File: src/rtl/gc_resp_decoder.sv
// -----------------------------------------------------------------------------
// gc_resp_decoder
//
// Receive side of the GameCube controller link. Once the poll generator has
// sent its command and released the line (signalled by a one-cycle 'arm'
// pulse), this block watches the synchronised data line and decodes the
// controller's 64-bit response plus its stop bit. Each bit starts with a
// falling edge; the line is sampled 2 us later: still low means '0', already
// high means '1'.
//
// Optional build macro:
//   GC_RESP_GLITCH_FILTER_EN - when defined, a 3-tap majority filter follows
//                              the 2-flop synchroniser, so single-cycle
//                              glitches are rejected. Input latency becomes
//                              4 cycles instead of 2. Thresholds are unchanged.
//
// Ports:
//   clk          in   system clock (~58-60 MHz)
//   reset        in   synchronous, active-high reset
//   arm          in   one-cycle pulse: start (or restart) reception
//   gc_data_in   in   raw asynchronous data line, idle high
//   frame_data   out  [NUM_BITS] last good frame, first received bit in MSB
//   frame_valid  out  one-cycle strobe, frame_data updated in the same cycle
//   frame_error  out  one-cycle strobe on any aborted reception
//   busy         out  high in every state except IDLE
//   bit_count    out  [7] data bits captured in the current frame
//   o_dbg_state  out  [3] current FSM state encoding, for observation only
//
// Output protocol: there is no back-pressure. frame_valid and frame_error are
// single-cycle strobes that the consumer must take when they occur; they are
// never high together. frame_data changes only in the cycle frame_valid is
// high and holds across errors.
// -----------------------------------------------------------------------------
module gc_resp_decoder #(
  parameter int CLKS_PER_US        = 58,
  parameter int NUM_BITS           = 64,
  parameter int SAMPLE_CLKS        = 2 * CLKS_PER_US,
  parameter int LOW_MAX_CLKS       = (7 * CLKS_PER_US) / 2,
  parameter int EDGE_TIMEOUT_CLKS  = 8 * CLKS_PER_US,
  parameter int START_TIMEOUT_CLKS = 200 * CLKS_PER_US
) (
  input  logic                clk,
  input  logic                reset,
  input  logic                arm,
  input  logic                gc_data_in,
  output logic [NUM_BITS-1:0] frame_data,
  output logic                frame_valid,
  output logic                frame_error,
  output logic                busy,
  output logic [6:0]          bit_count,
  output logic [2:0]          o_dbg_state
);

  typedef enum logic [2:0] {
    S_IDLE       = 3'd0,
    S_WAIT_START = 3'd1,
    S_LOW        = 3'd2,
    S_WAIT_EDGE  = 3'd3,
    S_DONE       = 3'd4
  } state_t;

  localparam logic [13:0] SAMPLE_T   = 14'(SAMPLE_CLKS);
  localparam logic [13:0] LOW_MAX_T  = 14'(LOW_MAX_CLKS);
  localparam logic [13:0] EDGE_TO_T  = 14'(EDGE_TIMEOUT_CLKS);
  localparam logic [13:0] START_TO_T = 14'(START_TIMEOUT_CLKS);
  localparam logic [6:0]  NUM_BITS_C = 7'(NUM_BITS);

  // ---------------------------------------------------------------------------
  // Input synchronisation. Flops reset to 1 (idle line level) so leaving
  // reset never looks like a falling edge.
  // ---------------------------------------------------------------------------
  logic r_sync1;
  logic r_sync2;
  logic w_line_s;
  logic r_line_prev;
  logic w_fall;

  always_ff @(posedge clk) begin
    if (reset) begin
      r_sync1 <= 1'b1;
      r_sync2 <= 1'b1;
    end else begin
      r_sync1 <= gc_data_in;
      r_sync2 <= r_sync1;
    end
  end

`ifdef GC_RESP_GLITCH_FILTER_EN
  // Majority of the last three synchronised samples, registered. A one-cycle
  // excursion is never in two of the three taps at once, so it is dropped.
  logic r_hist1;
  logic r_hist2;
  logic r_filt;
  logic w_maj;

  assign w_maj = (r_sync2 & r_hist1) | (r_sync2 & r_hist2) | (r_hist1 & r_hist2);

  always_ff @(posedge clk) begin
    if (reset) begin
      r_hist1 <= 1'b1;
      r_hist2 <= 1'b1;
      r_filt  <= 1'b1;
    end else begin
      r_hist1 <= r_sync2;
      r_hist2 <= r_hist1;
      r_filt  <= w_maj;
    end
  end

  assign w_line_s = r_filt;
`else
  assign w_line_s = r_sync2;
`endif

  always_ff @(posedge clk) begin
    if (reset) begin
      r_line_prev <= 1'b1;
    end else begin
      r_line_prev <= w_line_s;
    end
  end

  assign w_fall = r_line_prev & ~w_line_s;

  // ---------------------------------------------------------------------------
  // Receive FSM
  // ---------------------------------------------------------------------------
  state_t              r_state;
  state_t              w_state_nxt;
  logic [13:0]         r_timer;
  logic [13:0]         w_timer_nxt;
  logic [13:0]         w_timer_inc;
  logic [NUM_BITS-1:0] r_shift;
  logic [NUM_BITS-1:0] w_shift_nxt;
  logic [6:0]          r_bit_count;
  logic [6:0]          w_count_nxt;
  logic [NUM_BITS-1:0] r_frame_data;
  logic                r_frame_valid;
  logic                r_frame_error;
  logic                w_valid_nxt;
  logic                w_error_nxt;

  // Saturating increment: the timer parks at all-ones instead of wrapping.
  assign w_timer_inc = (r_timer == 14'h3FFF) ? r_timer : (r_timer + 14'd1);

  always_ff @(posedge clk) begin
    if (reset) begin
      r_state       <= S_IDLE;
      r_timer       <= '0;
      r_shift       <= '0;
      r_bit_count   <= '0;
      r_frame_data  <= '0;
      r_frame_valid <= 1'b0;
      r_frame_error <= 1'b0;
    end else begin
      r_state       <= w_state_nxt;
      r_timer       <= w_timer_nxt;
      r_shift       <= w_shift_nxt;
      r_bit_count   <= w_count_nxt;
      r_frame_valid <= w_valid_nxt;
      r_frame_error <= w_error_nxt;
      // The frame is published on the same edge that enters DONE, so
      // frame_valid is high exactly for the single cycle spent in DONE.
      if (w_valid_nxt) begin
        r_frame_data <= r_shift;
      end
    end
  end

  always_comb begin
    w_state_nxt = r_state;
    w_timer_nxt = r_timer;
    w_shift_nxt = r_shift;
    w_count_nxt = r_bit_count;
    w_valid_nxt = 1'b0;
    w_error_nxt = 1'b0;

    if (arm) begin
      // Arm from any state restarts cleanly; a partial frame is dropped
      // silently.
      w_state_nxt = S_WAIT_START;
      w_timer_nxt = '0;
      w_shift_nxt = '0;
      w_count_nxt = '0;
    end else begin
      case (r_state)
        S_IDLE: begin
          w_timer_nxt = '0;
        end

        S_WAIT_START: begin
          if (w_fall) begin
            w_state_nxt = S_LOW;
            w_timer_nxt = '0;
          end else if (r_timer >= START_TO_T) begin
            w_state_nxt = S_IDLE;
            w_error_nxt = 1'b1;
          end else begin
            w_timer_nxt = w_timer_inc;
          end
        end

        S_LOW: begin
          w_timer_nxt = w_timer_inc;
          if (r_timer == SAMPLE_T) begin
            if (r_bit_count < NUM_BITS_C) begin
              w_shift_nxt = {r_shift[NUM_BITS-2:0], w_line_s};
              w_count_nxt = r_bit_count + 7'd1;
              w_state_nxt = S_WAIT_EDGE;
            end else if (w_line_s) begin
              // Stop bit must be a short-low ('1') symbol.
              w_state_nxt = S_DONE;
              w_valid_nxt = 1'b1;
            end else begin
              w_state_nxt = S_IDLE;
              w_error_nxt = 1'b1;
            end
          end
        end

        S_WAIT_EDGE: begin
          // The next bit's edge normally lands after LOW_MAX (a bit is 4 us),
          // so the edge check must win over the stuck-low check.
          if (w_fall) begin
            w_state_nxt = S_LOW;
            w_timer_nxt = '0;
          end else if (!w_line_s && (r_timer > LOW_MAX_T)) begin
            w_state_nxt = S_IDLE;
            w_error_nxt = 1'b1;
          end else if (r_timer >= EDGE_TO_T) begin
            w_state_nxt = S_IDLE;
            w_error_nxt = 1'b1;
          end else begin
            w_timer_nxt = w_timer_inc;
          end
        end

        S_DONE: begin
          w_state_nxt = S_IDLE;
          w_timer_nxt = '0;
        end

        default: begin
          w_state_nxt = S_IDLE;
          w_timer_nxt = '0;
        end
      endcase
    end
  end

  assign frame_data  = r_frame_data;
  assign frame_valid = r_frame_valid;
  assign frame_error = r_frame_error;
  assign busy        = (r_state != S_IDLE);
  assign bit_count   = r_bit_count;
  assign o_dbg_state = r_state;

endmodule

File: config.mk
export PLATFORM = sky130hd
export DESIGN_NAME = gc_resp_decoder
export DESIGN_NICKNAME = d
export VERILOG_FILES = /design/src/rtl/gc_resp_decoder.sv
export SDC_FILE = /design/constraint.sdc
export NUM_CORES = 1
export LEC_CHECK = 0
export CORE_ASPECT_RATIO = 0.75
export CORE_UTILIZATION = 36
export DETAILED_ROUTE_END_ITERATION = 8
export RECOVER_POWER = 50
export SYNTH_ARGS = -nofsm -noshare
export SYNTH_HDL_FRONTEND = slang
export SYNTH_SLANG_ARGS = --single-unit
File: constraint.sdc
create_clock -name clk -period 1.9 [get_ports clk]
set_input_delay 0.19 -clock clk [delete_from_list [all_inputs] [get_ports clk]]
set_output_delay 0.19 -clock clk [all_outputs]
set_load 0.05 [all_outputs]
==> results of run 1 <==
-- state kept, by name (all words and copies together), names as in the netlist --
name,flops
r_timer,14
r_shift,64
bit_count,7
frame_data,64
o_dbg_state,3
frame_error,1
r_sync1,1
r_sync2,1
frame_valid,1
r_line_prev,1
-- power groups by stage --
stage                     clock network, mW  logic, mW  registers [mW]
after global placement                    0      0.247            3.38
final                                  3.66      0.275            3.30
after detailed placement                  0      0.246            3.38
after CTS                              3.70      0.247            3.30
after global routing                   3.83      0.292            3.30
after floorplan                           0      0.139            3.39
-- kinds of logic (layout without fill, tap and decap cells) --
group	count (synthesis)	in the layout
adder cells (fa/ha/maj)	3	3
buffers and inverters	91	211
flip-flops	157	157
other	0	1
XOR/XNOR	1	1
AND/OR/NAND/NOR	279	281
AO/OA/AOI/OAI	254	254
-- layout by cell type, fill, tap and decap left out, drive strengths merged, types with 5 or more instances in the layout --
cell,instances
a211oi,7
a21oi,147
and3,5
buf,79
clkbuf,32
clkdlybuf4s50,52
dfxtp,157
dlygate4sd3,23
inv,12
nand2,141
nand3,16
nand4,69
nor2,7
nor3,9
o21ai,6
o31ai,74
or2,5
or4,10
-- routing by layer --
layer  up-vias  track usage, %  wire length (um)
li1       3112               -                 -
met1      3140            29.9             10100
met2       212            28.7              9500
met3        25            3.08              1100
met4         0            8.25               331
met5         -               0                 0
-- cells in the mapped netlist (2+ instances only) --
cell type / instances / area share, %
a211oi_1: 7 / 0.81
a21oi_1: 147 / 11
a221oi_1: 3 / 0.40
and3_1: 4 / 0.38
and4_1: 4 / 0.54
buf_1: 2 / 0.12
buf_2: 20 / 1.5
clkbuf_1: 56 / 3.2
dfxtp_1: 157 / 48
ha_1: 3 / 0.58
inv_1: 10 / 0.58
nand2_1: 141 / 8.1
nand2b_1: 3 / 0.29
nand3_1: 14 / 1.1
nand4_1: 69 / 6.6
nor2_1: 7 / 0.40
nor2b_1: 3 / 0.29
nor3_1: 9 / 0.69
o21a_1: 2 / 0.23
o21ai_0: 6 / 0.46
o31ai_1: 74 / 8.5
o41ai_1: 2 / 0.27
or2_2: 5 / 0.48
or3_1: 4 / 0.38
or4_1: 10 / 1.2
-- area by class of cell --
type,count,area [sq um],share of cell area [%]
antenna,1,2.50,0.0261
timing repair buffer,169,1850,19.3
inverter,10,37.5,0.391
multi-input combinational,539,3610,37.6
tap,242,303,3.16
sequential,157,3160,32.9
clock inverter,14,191,2.00
clock buffer,18,439,4.58
-- final timing paths --
path / start / endpoint / slack, ns / cells past startpoint
hold / removal: reset / frame_data[3] / 0.17 / 2
hold reg to reg: r_sync1 / r_sync2 / 0.41 / 1
setup reg to reg: r_timer[12] / bit_count[6] / -0.11 / 7
setup / recovery: r_timer[12] / bit_count[6] / -0.11 / 7
-- repair_timing --
item | in CTS | in global routing
setup buffers | 2 | 7
hold endpoints to repair | 0 | 0
hold buffers | 0 | 0
cloned | 1 | 17
gates resized for setup | 17 | 134
pin swaps | 11 | 29
endpoints found under the setup margin | 79 | 148
==> qor.yml, run 1 <==
status: "finished, violations left"
violations: "negative setup slack"
cts_tree: "yes"
grtUsageTotal_pct: 20.1
rsz0062_at_grt: "true"
fmaxAchievable_mhz: 498
layoutNonFillerInstCount: 1150
crit_fanout: 9
fin_crit_sh_pct: 106
synth-simple-area-share_pct: 21.4
grt_pass1_wl_mm: 29.8
seqPwrFrac_pct: 45.6
synth_fa_ha_area_share_pct: 0.577
maxCapViolCount: 0
synth_edf_count: 0
cp_cell_sequence: "nor4_4 -> buf_4 -> nor2b_4 -> nand4_1 -> buf_6 -> or4_1 -> a21oi_1"
clkTransAtPathRegs_ns: 0.06
tns_ns: -2.48
synth_area_sq_um: 6500
p_comb_share_pct: 3.8
worst-path-buf-inv: 2
rows: 42
pre_cts_ws_ns: -0.210
antenna_found_initial: 1
dr.pass1.iters: 4
start_util_pct: 36.8
finalNetCount: 901
cts.sinks: 157
die_w_um: 157
antenna_left: 0
synthFlopType: "dfxtp_1"
swShare_pct: 22.6
die_area_sq_um: 18600
num_vias: 6489
drtIter0Drc: 441
clock_tree.htree_level_count: 4
ys_types: 48
dp.cells: 1090
postLayoutCoreUtil_pct: 54.3
async_flop_share_pct: 0
synth_top_family_by_area: "compound AO/OA/AOI/OAI gates"
leakagePower_nw: 3.03
critPathRequiredTime_ns: 2.25
placed_cell_area_sq_um: 7860
cp-end-kind: "flip-flop"
yosysSeqAreaShare_pct: 48.3
grt_max_degree: 62
switchingPower_mw: 1.64
cts-root-buf: "clkbuf_16"
fin_skew_ns: 0.00835
synth_warnings: 0
syn-num-nets: 792
synth_xor_area_share_pct: 0.135
synthMuxAreaShare_pct: 0
final_hold_viol_count: 0
arrival_ns: 2.36
numPortBuffers: 80
critPathTopFamily: "simple AND/OR/NAND/NOR gates"
p_per_area_nw_per_um2: 754
slowest_delay_ns: 0.52
timing.hold.ws_ns: 0.172
vias_per_cell: 5.64
p_int_mw: 5.60
cts_buffers: 17
cp-start-kind: "flip-flop"
drv_slew: 0
coreArea_sq_um: 17700
synthCells: 785
grt_remaining_overflow: 0
drc_errors: 0
crit_path_top_delay_cell: "or4_1"
relSlewSlack_pct: 41.6
fp.dieH_um: 118
clk_latency_ns: 0.43
synth-compound-area-share_pct: 23.8
hpwl_mm: 11.2
wire_per_inst_um: 18.3
ir_drop_mv: 0.494
syn2layout_area_growth_pct: 47.5
ys_ff_latch: 157
ctsLongestPathBuffers: 2
n_fill_cell: 1614
io_pins: 81
design_area_sq_um: 9590
hp-class: "in2reg"
clkPwrFrac_pct: 50.6
setup.worst_path.class: "reg2reg"
p_total_mw: 7.24
setup_viol: 67
globalplace.congestion: 0.865
finalWorstSetupSlack_ns: -0.106
syn_area_per_cell_sq_um: 8.29
worst_slew_pin_slew_ns: 0.876
drive_above_1_share_pct: 27.1
post-route-min-period_ns: 2.01
grt_pass1_vias: 5651
drt_wl_total_mm: 21.0
No activity file was read; power rests on OpenSTA's default activity.
==> run 2: changes to the inputs <==
--- a/config.mk
+++ b/config.mk
@@ -5,6 +5,7 @@
 export SDC_FILE = /design/constraint.sdc
 export NUM_CORES = 1
 export LEC_CHECK = 0
+export CAP_MARGIN = 20
 export CORE_ASPECT_RATIO = 0.75
 export CORE_UTILIZATION = 36
 export DETAILED_ROUTE_END_ITERATION = 8
==> results of run 2 <==
No change in the layout: final DEF, timing and power equal those of run 1.
